[config.mk]
export PLATFORM = sky130hd
export DESIGN_NAME = vga_timing_gen
export DESIGN_NICKNAME = d
export VERILOG_FILES = /design/src/rtl/vga_timing_gen.sv
export SDC_FILE = /design/constraint.sdc
export NUM_CORES = 1
export LEC_CHECK = 0
export CORE_MARGIN = 2
export CORE_UTILIZATION = 45
export DETAILED_ROUTE_END_ITERATION = 8
export PLACE_DENSITY_LB_ADDON = 0.08
export SLEW_MARGIN = 20
export SYNTH_ARGS = -nofsm -noshare
export SYNTH_HDL_FRONTEND = slang
export SYNTH_SLANG_ARGS = --single-unit
[constraint.sdc]
create_clock -name clk -period 5.6 [get_ports clk]
set_input_delay 1.68 -clock clk [delete_from_list [all_inputs] [get_ports clk]]
set_output_delay 1.68 -clock clk [all_outputs]
set_load 0.02 [all_outputs]
[src/rtl/vga_timing_gen.sv]
// ---------------------------------------------------------------------------
// vga_timing_gen
//
// Purpose:
//   VGA raster timing generator. A clock divider produces one pixel slot every
//   CLK_DIV clk cycles. The horizontal and vertical counters advance once per
//   pixel slot. Sync, visible-area and frame strobes are decoded from the
//   counters.
//
// Ports:
//   clk         in   system clock. All state changes on the rising edge.
//   rst         in   synchronous, active-high reset
//   hCount      out  [9:0] current pixel column, 0..H_TOTAL-1
//   vCount      out  [9:0] current line, 0..V_TOTAL-1
//   hSync       out  active-low horizontal sync, registered
//   vSync       out  active-low vertical sync, registered
//   bright      out  high inside the visible window, registered
//   pix_en      out  high in the last clk of each pixel period (combinational)
//   frame_tick  out  one-clk pulse that follows the frame wrap to (0,0)
//   frame_count out  [7:0] free-running frame counter, modulo 256
// ---------------------------------------------------------------------------
module vga_timing_gen #(
    parameter int CLK_DIV      = 4,
    parameter int H_TOTAL      = 800,
    parameter int H_SYNC       = 96,
    parameter int H_DISP_START = 144,
    parameter int H_DISP_END   = 783,
    parameter int V_TOTAL      = 525,
    parameter int V_SYNC       = 2,
    parameter int V_DISP_START = 35,
    parameter int V_DISP_END   = 514
) (
    input  logic       clk,
    input  logic       rst,
    output logic [9:0] hCount,
    output logic [9:0] vCount,
    output logic       hSync,
    output logic       vSync,
    output logic       bright,
    output logic       pix_en,
    output logic       frame_tick,
    output logic [7:0] frame_count
);

    localparam int DIV_W = (CLK_DIV > 2) ? $clog2(CLK_DIV) : 1;

    localparam logic [DIV_W-1:0] DIV_LAST = DIV_W'(CLK_DIV - 1);
    localparam logic [9:0] H_LAST    = 10'(H_TOTAL - 1);
    localparam logic [9:0] V_LAST    = 10'(V_TOTAL - 1);
    localparam logic [9:0] H_SYNC_W  = 10'(H_SYNC);
    localparam logic [9:0] V_SYNC_W  = 10'(V_SYNC);
    localparam logic [9:0] H_VIS_LO  = 10'(H_DISP_START);
    localparam logic [9:0] H_VIS_HI  = 10'(H_DISP_END);
    localparam logic [9:0] V_VIS_LO  = 10'(V_DISP_START);
    localparam logic [9:0] V_VIS_HI  = 10'(V_DISP_END);

    logic [DIV_W-1:0] div_q, div_d;
    logic [9:0]       h_q, h_d;
    logic [9:0]       v_q, v_d;
    logic             hsync_q, hsync_d;
    logic             vsync_q, vsync_d;
    logic             bright_q, bright_d;
    logic             tick_q, tick_d;
    logic [7:0]       fcount_q, fcount_d;
    logic             advance;
    logic             frame_wrap;

    assign advance = (div_q == DIV_LAST);

    always_comb begin
        div_d      = (div_q == DIV_LAST) ? '0 : div_q + 1'b1;
        h_d        = h_q;
        v_d        = v_q;
        frame_wrap = 1'b0;

        if (advance) begin
            if (h_q < H_LAST) begin
                h_d = h_q + 10'd1;
            end else begin
                h_d = 10'd0;
                if (v_q < V_LAST) begin
                    v_d = v_q + 10'd1;
                end else begin
                    v_d        = 10'd0;
                    frame_wrap = 1'b1;
                end
            end
        end

        // The decodes use the next counter values. The registered strobes then
        // line up with the counters they describe, with no one-pixel lag.
        hsync_d  = (h_d >= H_SYNC_W);
        vsync_d  = (v_d >= V_SYNC_W);
        bright_d = (h_d >= H_VIS_LO) && (h_d <= H_VIS_HI) &&
                   (v_d >= V_VIS_LO) && (v_d <= V_VIS_HI);
        tick_d   = frame_wrap;
        fcount_d = frame_wrap ? fcount_q + 8'd1 : fcount_q;
    end

    always_ff @(posedge clk) begin
        if (rst) begin
            div_q    <= '0;
            h_q      <= 10'd0;
            v_q      <= 10'd0;
            hsync_q  <= 1'b0;
            vsync_q  <= 1'b0;
            bright_q <= 1'b0;
            tick_q   <= 1'b0;
            fcount_q <= 8'd0;
        end else begin
            div_q    <= div_d;
            h_q      <= h_d;
            v_q      <= v_d;
            hsync_q  <= hsync_d;
            vsync_q  <= vsync_d;
            bright_q <= bright_d;
            tick_q   <= tick_d;
            fcount_q <= fcount_d;
        end
    end

    assign hCount      = h_q;
    assign vCount      = v_q;
    assign hSync       = hsync_q;
    assign vSync       = vsync_q;
    assign bright      = bright_q;
    assign pix_en      = advance;
    assign frame_tick  = tick_q;
    assign frame_count = fcount_q;

endmodule

# == After elaboration in Yosys (flattened, before gate mapping) ==
# Index checks and enable logic that the tools add are counted.
# word_totals
in_bits,2
register_bits,34
wordCells,33
output_inout_bits,33
# op_classes
n_eq_ne,1
n_reduce_logical,4
n_addsub,4
n_lt_le_gt_ge,8
mux,8
# ops
cell,count
10-bit two-way mux,5
"10-bit by 1-bit adder with 10-bit output, second input constant",2
"10-bit less-or-equal comparator, second input constant",2
"10-bit less-than comparator, second input constant",2
"10-bit by 2-bit greater-or-equal comparator with 1-bit output, second input constant",1
"10-bit by 6-bit greater-or-equal comparator with 1-bit output, second input constant",1
"10-bit by 7-bit greater-or-equal comparator with 1-bit output, second input constant",1
"10-bit by 8-bit greater-or-equal comparator with 1-bit output, second input constant",1
"8-bit by 1-bit adder with 8-bit output, second input constant",1
1-bit logical AND,3
1-bit two-way mux,3
"2-bit by 1-bit adder with 2-bit output, second input constant",1
"2-bit equality test, second input constant",1
2-bit OR reduction,1

# == Depth between registers and ports, before layout ==
# Gate-level depths: netlist of the first run.
# depth
word_depth,7
mapped_depth,9
depth_no_buf,8

# == Worst setup path before layout of the first run ==
# Ideal clock, no wire load.
# synth_timing
path_kind,flip-flop to flip-flop
start,"register h_q[0], in the netlist hCount[0]"
end,"register bright_q, in the netlist bright"
slack_ns,3.158
t_required_ns,5.482
t_arrival_ns,2.324
path_stages_with_launch,10
setup_ns,0.118
path_buffers,1
period_less_slack_ns,2.442
path_cell_list,dfxtp_1 -> ha_1 -> nand4_1 -> a21boi_0 -> buf_2 -> o21ai_0 -> a22o_1 -> nor3_1 -> o22ai_1 -> o2111a_1
# synth_between
elab_chain_len,7
elab_cells_between_ends,13
classes_between,add/sub (1); order compare (5); mux (4); reduce/logical (3)
# synth_rtl
item,line,text
from (decl),58,"logic [9:0] h_q, h_d;"
from (signal assigned),103,h_q <= 10'd0;
from (signal assigned),112,h_q <= h_d;
10-bit by 1-bit adder with 10-bit output / 10-bit less-than comparator (equally long branches),"78, 77",
10-bit two-way mux,77,if (h_q < H_LAST) begin
10-bit two-way mux,76,if (advance) begin
10-bit by 8-bit greater-or-equal comparator with 1-bit output / 10-bit less-or-equal comparator (equally long branches),94,bright_d = (h_d >= H_VIS_LO) && (h_d <= H_VIS_HI) &&
1-bit logical AND (2 in a row),94,
1-bit logical AND (*),95,(v_d >= V_VIS_LO) && (v_d <= V_VIS_HI);
to (signal assigned),116,bright_q <= bright_d;
to (decl),62,"logic bright_q, bright_d;"
# Mark *: on every way between the ends. The rest lies on a longest branch, timed or not.
# A chain may end at the register's enable or synchronous reset.

# == Worst setup path in the final report of the first run ==
# layout_timing
start,register div_q[0]
end,output port pix_en
# layout_between
elab_chain_len,1
# layout_rtl
item,line,text
from (decl),57,"logic [DIV_W-1:0] div_q, div_d;"
from (signal assigned),111,div_q <= div_d;
2-bit equality test,68,assign advance = (div_q == DIV_LAST);
to (decl),40,"output logic pix_en,"
# Every way passes these cells.

==> results.ini, run 1 <==
[grt]
grt_pass1_vias = 1423
antenna_found_initial = 0
grt_max_degree = 32
grt_overflow = 0
track_usage_pct = 20.6
grt_first_pass_wirelength_um = 6560

[layout]
area_growth_pct = 28.5
n_fill_cell = 333
final_cell_mix = dfxtp_1, clkdlybuf4s50_1, nor2_1
instances_no_fill = 276
nets = 235
antennaDiodeCount = 0
drive_gt1_share_pct = 6.96

[min_path]
hold_start = div_q[0]
hold_depth = 1
hold_path_class = reg -> reg
hold_end = div_q[0]

[yosys]
yosys_warnings = 0
synth_top_area_cell = dfxtp_1
synth_ff_type = dfxtp_1
synth_area_per_cell_um2 = 8.54
syn_nets = 198
synth.area.top_cells = dfxtp_1, nor2_1, xor2_1
syn_area_mm2 = 0.00164
synthDistinctLibCells = 44
synth_async_sr_flop_share_pct = 0
synthCells = 192
yosysSeqAreaShare_pct = 41.5
synth_edf_count = 0
yosys_register_bits = 34
synth_top_area_share_pct = 41.5

[clock_tree]
cts_made_buffers = 5
cts-hold-fix-buffers = 0
post_cts_resize_count = 0
ctsLongestPathBuffers = 2
h-tree-depth = 2
ctsRootBufferMaster = clkbuf_4
post_cts_buffers = 0
path_clk_slew_ns = 0.10
tritoncts = done
clock_sinks = 34
clk_latency_ns = 0.35

[die]
initial_utilization_pct = 48.0
ioPinCount = 35
die_width_um = 64.4
die_y_um = 64.4
rows = 21
core_mm2 = 0.00342
die_area_mm2 = 0.00414

[power]
ir_drop_uv = 122
p_leak_nw = 0.733
p_per_area_mw_per_mm2 = 214
total_power_mw = 0.451

[routing]
antenna_left = 0
wl_per_cell_um = 13.7
dr.pass1.iters = 4
wl_um = 3790
dr.first_iter.drc_count = 135
post_drt_via_cell_ratio = 5.70
drc_errors = 0
vias = 1573

[timing]
worstMarginPinSlew_ns = 0.544
setup_tns_ns = 0
rsz0062_at_grt = no
setup_viol = 0
max-slew-margin-rel_pct = 63.2
finalHoldViolations = 0
fin_hold_ws_ns = 0.435
setup_ws_ns = 2.18
period_needed_ns = 3.42
drv_slew = 0
skew_ns = 0.00750
min_period_over_period_pct = 61.1
fmax_mhz = 292

[placement]
dp_hpwl_um = 2650
dpl.cell_count = 268
pre_cts_slack_ns = 2.56
place.gp.congestion = 0.868
portBuffers = 34

[critical_path]
path_buf_inv = 1
crit_family = buffers and inverters
startpoint_type = flop
slowest_stage = clkdlybuf4s50_1
reg2reg_to = bright
cp_cell_sequence = ha_1 > clkdlybuf4s50_1
reg2reg_slack_ns = 2.87
worst_r2r_path_depth = 9
cp.arrival_ns = 1.74
crit_type = reg -> out
endpoint_kind = output pin
timing.rr.start = div_q[0]
cp.required_ns = 3.92
cp_max_fo = 12
max_stage_delay_ns = 0.67

[run]
maxCapViolCount = 0

[outcome]
status = finished, final reports clean

[registers in the layout, summed over array words and instances (netlist names)]
register	flops
bright	1
div_q	2
frame_count	8
frame_tick	1
hCount	10
hSync	1
vCount	10
vSync	1
[routing by layer]
metal / vias up / share of wire, % / track usage (%)
met2: 44 / 46 / 31.9
met1: 743 / 47 / 26.7
met3: 8 / 4.0 / 6.34
li1: 778 / - / -
met4: 0 / 2.3 / 7.98
met5: - / 0 / 0
[report_power, final]
| part | internal, mW | total [mW] | switching [mW] |
|---|---|---|---|
| sequential | 0.247 | 0.251 | 0.00480 |
| clock | 0.0857 | 0.169 | 0.0833 |
| combinational | 0.0139 | 0.0308 | 0.0169 |
| total | 0.346 | 0.451 | 0.105 |
[area by class of cell]
class                           instances  area, um2  area share, %
Inverter                                3       11.3          0.534
Timing Repair Buffer                   36        355           16.9
Clock buffer                            8       78.8           3.74
Tap cell                               46       57.6           2.73
Sequential cell                        34        681           32.3
Multi-Input combinational cell        149        925           43.9
[worst max-delay path by stage]
stage	startpoint	end	slack, ns	cells after the start
global route	div_q[0]	pix_en	2.06	2
floorplan	hCount[0]	bright	3.16	9
global placement	div_q[0]	pix_en	2.58	2
CTS	div_q[0]	pix_en	2.17	2
detailed placement	div_q[0]	pix_en	2.56	2
finish	div_q[0]	pix_en	2.18	2
[synthesized netlist by cell type, drive strengths merged (2+ instances only)]
cell type / count
a21oi: 9
nor2: 26
nand4: 7
o31a: 2
xor2: 8
and4: 2
or3: 2
and2: 4
xnor2: 5
dfxtp: 34
a22o: 3
nand2: 13
ha: 4
nor3b: 2
a22oi: 2
inv: 3
nor2b: 3
a41oi: 2
o22ai: 2
nand3: 9
a31oi: 2
clkbuf: 5
nor3: 13
or4: 2
o21ai: 8
and3: 4
[worst reg2reg max path, delay by kind of cell (launching register included)]
| family | cells | cell delay [ns] |
|---|---|---|
| AO/OA/AOI/OAI | 5 | 0.96 |
| AND/OR/NAND/NOR | 2 | 0.75 |
| adder cells (fa/ha/maj) | 1 | 0.37 |
| flip-flops | 1 | 0.35 |
| buffers and inverters | 1 | 0.22 |
[through the flow]
step | utilization, % | area [um2]
final | 61.7 | 2110
after detailed placement | 59.4 | 2030
after global placement | 59.4 | 2030
after CTS | 61.7 | 2110
after global routing | 61.7 | 2110
after floorplan | - | 1640
[logic make-up after synthesis]
logic type,after synthesis,synth area share (%)
mux,1,0.610
compound gates,39,17.0
xor+xnor,13,6.94
simple gates,92,28.8
flops,34,41.5
buf+inv,9,2.14
fa+ha+maj,4,3.05
Note: power is estimated with default switching activity, not from simulation.
==> run 2: changes to the inputs <==
==> constraint.sdc (replaced) <==
create_clock -name clk -period 3.3 [get_ports clk]
set_input_delay 0.99 -clock clk [delete_from_list [all_inputs] [get_ports clk]]
set_output_delay 0.99 -clock clk [all_outputs]
set_load 0.02 [all_outputs]
==> run 2 against run 1 <==
  * Hold slack lost 0.0044 ns
  * Non-clock buffer count grew 1
  * Combinational power grew 79%
  * Clock skew increased by 0.0080 ns
  * First-iteration DRC count fell by 34%
  * Worst setup slack got worse by 1.6 ns
  * Global-route usage is 1.2 points higher
  * Critical path depth grew 7
  * Clock-buffer cell count shrank 2
  * Largest cell class unchanged
==> results.ini, run 2 (synthesis gave the netlist of run 1 again) <==
[critical_path]
worstSetupEndpoint = bright  ; was pix_en
timing.rr.start = hCount[0]  ; was div_q[0]
reg2reg_to = bright  ; unchanged
endpoint_kind = flop  ; was output pin
crit_type = reg -> reg  ; was reg -> out
cp.required_ns = 3.54  ; was 3.92 ns
startpoint = hCount[0]  ; was div_q[0]
reg2reg_slack_ns = 0.62  ; was 2.87 ns
startpoint_type = flop  ; unchanged
cp.arrival_ns = 2.91  ; was 1.74 ns
worst_r2r_path_depth = 9  ; unchanged
cp_max_fo = 12  ; unchanged

[timing]
max-slew-margin-rel_pct = 63.3  ; was 63.2%
period_needed_ns = 2.68
drv_slew = 0  ; unchanged
finalHoldViolations = 0  ; unchanged
rsz0062_at_grt = no  ; unchanged
min_period_over_period_pct = 81.1
skew_ns = 0.0155  ; was 0.00750 ns
fmax_mhz = 374
setup_tns_ns = 0  ; unchanged
worstMarginPinSlew_ns = 0.548  ; was 0.544 ns
setup_viol = 0  ; unchanged

[layout]
area_growth_pct = 29.1  ; was 28.5%
instances_no_fill = 276  ; unchanged
final_cell_mix = dfxtp_1, clkdlybuf4s50_1, nor2_1  ; unchanged
final_area_mm2 = 0.00212  ; was 0.00211 mm2
nets = 236  ; was 235
drive_gt1_share_pct = 6.96  ; unchanged
antennaDiodeCount = 0  ; unchanged
n_fill_cell = 303  ; was 333

[clock_tree]
post_cts_resize_count = 0  ; unchanged
tritoncts = done  ; unchanged
ctsLongestPathBuffers = 2  ; unchanged
cts-hold-fix-buffers = 0  ; unchanged
h-tree-depth = 2  ; unchanged
cts_made_buffers = 5  ; unchanged
clock_sinks = 34  ; unchanged
ctsRootBufferMaster = clkbuf_4  ; unchanged
path_clk_slew_ns = 0.11  ; was 0.10 ns
clk_latency_ns = 0.34  ; was 0.35 ns
post_cts_buffers = 0  ; unchanged

[power]
p_per_area_mw_per_mm2 = 375  ; was 214 mW/mm2
ir_drop_uv = 224  ; was 122 uV
p_leak_nw = 0.739  ; was 0.733 nW

[routing]
wl_per_cell_um = 14.8  ; was 13.7 um
antenna_left = 0  ; unchanged
vias = 1567  ; was 1573
dr.first_iter.drc_count = 89  ; was 135
drc_errors = 0  ; unchanged
wl_um = 4100  ; was 3790 um
post_drt_via_cell_ratio = 5.68  ; was 5.70
dr.pass1.iters = 4  ; unchanged

[die]
die_width_um = 64.4  ; unchanged
initial_utilization_pct = 48.0  ; unchanged
ioPinCount = 35  ; unchanged
die_y_um = 64.4  ; unchanged
core_mm2 = 0.00342  ; unchanged
rows = 21  ; unchanged
die_area_mm2 = 0.00414  ; unchanged

[placement]
portBuffers = 34  ; unchanged
dpl.cell_count = 269  ; was 268
place.gp.congestion = 0.851  ; was 0.868
dp_hpwl_um = 2990  ; was 2650 um
place_area_mm2 = 0.00204  ; was 0.00203 mm2

[run]
maxCapViolCount = 0  ; unchanged

[grt]
track_usage_pct = 21.8  ; was 20.6%
grt_overflow = 0  ; unchanged
grt_max_degree = 19  ; was 32
grt_first_pass_wirelength_um = 7020  ; was 6560 um
grt_pass1_vias = 1452  ; was 1423
antenna_found_initial = 0  ; unchanged

[outcome]
status = finished, final reports clean  ; unchanged

[min_path]
hold_path_class = reg -> reg  ; unchanged

run 2: cell types whose count changed in the layout (fill, tap and decap cells not counted), sizes merged:
| cell | change |
|---|---|
| clkbuf | -2 |
| buf | +1 |
| bufinv | +1 |
run 2: worst min-delay path by stage:
| stage | cells past startpoint | start | to | slack (ns) |
|---|---|---|---|---|
| 6_report | 1 | div_q[0] | div_q[0] | 0.43 |
| 5_1_grt | 1 | div_q[0] | div_q[0] | 0.46 |
| 4_1_cts | 1 | div_q[0] | div_q[0] | 0.44 |
| 3_5_place_dp | 1 | div_q[0] | div_q[0] | 0.42 |
| 3_3_place_gp | 1 | div_q[0] | div_q[0] | 0.41 |
| 2_1_floorplan | 1 | div_q[0] | div_q[0] | 0.40 |
run 2: cell type report:
type | instances | area [um2] | share of cell area [%]
Multi-Input combinational cell | 149 | 925 | 43.7
Sequential cell | 34 | 681 | 32.1
Timing Repair Buffer | 37 | 363 | 17.1
Tap cell | 46 | 57.6 | 2.72
Clock buffer | 6 | 51.3 | 2.42
Clock inverter | 1 | 30.0 | 1.42
Inverter | 3 | 11.3 | 0.532
run 2: stage by stage:
stage / hold WS (ns) / util, % / setup slack, ns / power [mW]
floorplan: 0.404 / - / 0.858 / 0.468
global placement: 0.414 / 59.6 / 0.815 / 0.490
detailed placement: 0.422 / 59.6 / 0.675 / 0.491
CTS: 0.437 / 62.0 / 0.647 / 0.802
global route: 0.458 / 62.0 / 0.416 / 0.828
finish: 0.431 / 62.0 / 0.624 / 0.795
run 2: where the power goes:
part | total, mW | internal (mW) | leakage [nW] | switching [mW]
clock network | 0.313 | 0.176 | 0.0443 | 0.137
logic | 0.0552 | 0.0243 | 0.419 | 0.0310
registers | 0.427 | 0.419 | 0.275 | 0.00810
run 2: metal layers:
| metal | vias up | global-route usage [%] | wire (um) |
|---|---|---|---|
| li1 | 780 | - | - |
| met1 | 743 | 29.2 | 2000 |
| met2 | 39 | 33.5 | 1860 |
| met3 | 5 | 6.51 | 194 |
| met4 | 0 | 6.91 | 39 |
| met5 | - | 0 | 0 |
run 2: critical path: stages (launching register included):
cell,delay (ns)
dfxtp_1,0.43
ha_1,0.23
nand4_1,0.15
a21boi_0,0.28
buf_4,0.25
o21ai_0,0.11
a22o_1,0.26
nor4bb_1,0.46
o22ai_1,0.14
o2111a_1,0.25
==> run 3: changes to the inputs <==
==> constraint.sdc (replaced) <==
create_clock -name clk -period 2.35 [get_ports clk]
set_input_delay 0.705 -clock clk [delete_from_list [all_inputs] [get_ports clk]]
set_output_delay 0.705 -clock clk [all_outputs]
set_load 0.02 [all_outputs]
==> run 3 against run 2 <==
  * Design area up 12%
  * First-iteration DRC count increased by 78%
  * Hold slack improved by 0.0026 ns
  * Non-clock buffer count grew 28
  * Clock power up 6%
  * Global-route usage increased by 0.77 points
  * Sequential share of layout area shrank 3.0 points
  * Final cell count increased by 11%
  * Die area unchanged
  * Flip-flop and latch count stayed put
  * Clock-buffer cell count fell by 1
  * Fmax up 16%
  * Critical endpoint unchanged
  * Largest power group unchanged
==> results.ini, run 3 (synthesis gave the netlist of run 1 again) <==
[layout]
final_cell_mix = clkdlybuf4s50_1, buf_4, dfxtp_1  ; was dfxtp_1, clkdlybuf4s50_1, nor2_1
final_area_mm2 = 0.00237  ; was 0.00212 mm2
drive_gt1_share_pct = 22.4  ; was 6.96%
nets = 264  ; was 236
instances_no_fill = 305  ; was 276
n_fill_cell = 282  ; was 303
antennaDiodeCount = 0  ; unchanged
final_common_cell = clkdlybuf4s50_1
area_growth_pct = 44.4  ; was 29.1%
finish.utilization_pct = 69.3  ; was 62.0%

[clock_tree]
clock_sinks = 34  ; unchanged
ctsLongestPathBuffers = 2  ; unchanged
tritoncts = done  ; unchanged
cts-hold-fix-buffers = 0  ; unchanged
cts_made_buffers = 5  ; unchanged
ctsRootBufferMaster = clkbuf_4  ; unchanged
clk_latency_ns = 0.34  ; about the same
h-tree-depth = 2  ; unchanged
path_clk_slew_ns = 0.11  ; about the same

[routing]
dr.first_iter.drc_count = 158  ; was 89
wl_um = 4430  ; was 4100 um
antenna_left = 0  ; unchanged
dr.pass1.iters = 4  ; unchanged
post_drt_via_cell_ratio = 5.52  ; was 5.68
vias = 1684  ; was 1567
wl_per_cell_um = 14.5  ; was 14.8 um
drc_errors = 0  ; unchanged

[timing]
drv_slew = 0  ; unchanged
period_needed_ns = 2.30  ; was 2.68 ns
fin_hold_ws_ns = 0.434  ; was 0.431 ns
worstMarginPinSlew_ns = 0.470  ; was 0.548 ns
finalHoldViolations = 0  ; unchanged
setup_tns_ns = 0  ; unchanged
min_period_over_period_pct = 98.0  ; was 81.1%
max-slew-margin-rel_pct = 68.3  ; was 63.3%
setup_viol = 0  ; unchanged
fmax_mhz = 434  ; was 374 MHz
skew_ns = 0.00987  ; was 0.0155 ns
setup_ws_ns = 0.0459  ; was 0.624 ns
rsz0062_at_grt = yes  ; was no

[grt]
antenna_found_initial = 0  ; unchanged
busiest_layer = met2  ; unchanged
grt_overflow = 0  ; unchanged
grt_use_met1_pct = 30.9  ; was 29.2%
grt_pass1_vias = 1605  ; was 1452
met3_usage_pct = 5.46  ; was 6.51%
met2_usage_pct = 35.4  ; was 33.5%
grt_first_pass_wirelength_um = 7380  ; was 7020 um
track_usage_pct = 22.5  ; was 21.8%
grt_max_degree = 19  ; unchanged

[power]
total_power_mw = 1.02  ; was 0.795 mW
p_leak_nw = 0.889  ; was 0.739 nW
ir_drop_uv = 303  ; was 224 uV
p_per_area_mw_per_mm2 = 429  ; was 375 mW/mm2

[placement]
pre_cts_slack_ns = -0.0944  ; was 0.675 ns
place.gp.congestion = 0.856  ; was 0.851
dp_hpwl_um = 3280  ; was 2990 um
portBuffers = 34  ; unchanged
dpl.cell_count = 295  ; was 269
place_area_mm2 = 0.00224  ; was 0.00204 mm2

[die]
core_mm2 = 0.00342  ; unchanged
rows = 21  ; unchanged
die_width_um = 64.4  ; unchanged
initial_utilization_pct = 48.0  ; unchanged
die_area_mm2 = 0.00414  ; unchanged
die_y_um = 64.4  ; unchanged
ioPinCount = 35  ; unchanged

[critical_path]
crit_type = reg -> reg  ; unchanged
max_stage_delay_ns = 0.56  ; was 0.46 ns
cp.arrival_ns = 2.54  ; was 2.91 ns
startpoint_type = flop  ; unchanged
cp.required_ns = 2.59  ; was 3.54 ns
cp_cell_sequence = or4_4 > o31a_1 > o21ai_0 > a22o_1 > nor4bb_4 > and4_1 > o2111a_1  ; was ha_1 > nand4_1 > a21boi_0 > buf_4 > o21ai_0 > a22o_1 > nor4bb_1 > o22ai_1 > o2111a_1
slowest_stage = or4_4  ; was nor4bb_1
endpoint_kind = flop  ; unchanged
cp_max_fo = 7  ; was 12

[outcome]
status = finished, final reports clean  ; unchanged

[run]
maxCapViolCount = 0  ; unchanged

[min_path]
hold_path_class = reg -> reg  ; unchanged

==> run 3: cell count changes in the layout (fill, tap and decap cells not counted), sizes merged <==
cell / before / now
clkinvlp: 0 / 1
buf: 3 / 31
clkinv: 0 / 2
clkdlybuf4s50: 34 / 33
clkbuf: 6 / 5
bufinv: 1 / 0
dlygate4sd2: 0 / 1
==> run 3: worst paths after layout <==
check	slack, ns	to	cells past startpoint	from
min reg2reg	0.43	div_q[0]	1	div_q[0]
min	0.43	div_q[0]	1	div_q[0]
max	0.05	bright	7	vCount[4]
max reg2reg	0.05	bright	7	vCount[4]
==> run 3: routing by layer <==
layer	vias up	part of all wire (%)
li1	837	-
met1	780	47
met2	60	46
met3	7	5.6
met4	0	1.5
met5	-	0
==> run 3: where the power goes <==
| group | total, mW | internal (mW) | switching [mW] |
|---|---|---|---|
| Clock | 0.332 | 0.116 | 0.216 |
| Sequential | 0.594 | 0.587 | 0.00739 |
| Combinational | 0.0894 | 0.0412 | 0.0482 |
==> run 3: timing repair <==
| action | CTS | global route |
|---|---|---|
| resized for setup | 3 | 14 |
| setup buffers | 0 | 2 |
| pin swaps | 1 | 6 |
| endpoints found under the setup margin | 2 | 1 |
| endpoints found under the hold margin | 0 | 0 |
==> run 3: critical path, delay by kind of cell (launching register included) <==
| kind | cells | cell delay, ns |
|---|---|---|
| AOI/OAI and AO/OA | 4 | 1.08 |
| and+or+nand+nor | 3 | 0.79 |
| DFF | 1 | 0.33 |
==> run 3: area by class of cell <==
| cell class | count | area, um2 | area share, % |
|---|---|---|---|
| Clock buffer | 5 | 37.5 | 1.58 |
| Timing Repair Buffer | 65 | 576 | 24.3 |
| Clock inverter | 3 | 21.3 | 0.898 |
| Inverter | 3 | 11.3 | 0.475 |
| Sequential cell | 34 | 689 | 29.1 |
| Tap cell | 46 | 57.6 | 2.43 |
| Multi-Input combinational cell | 149 | 976 | 41.2 |
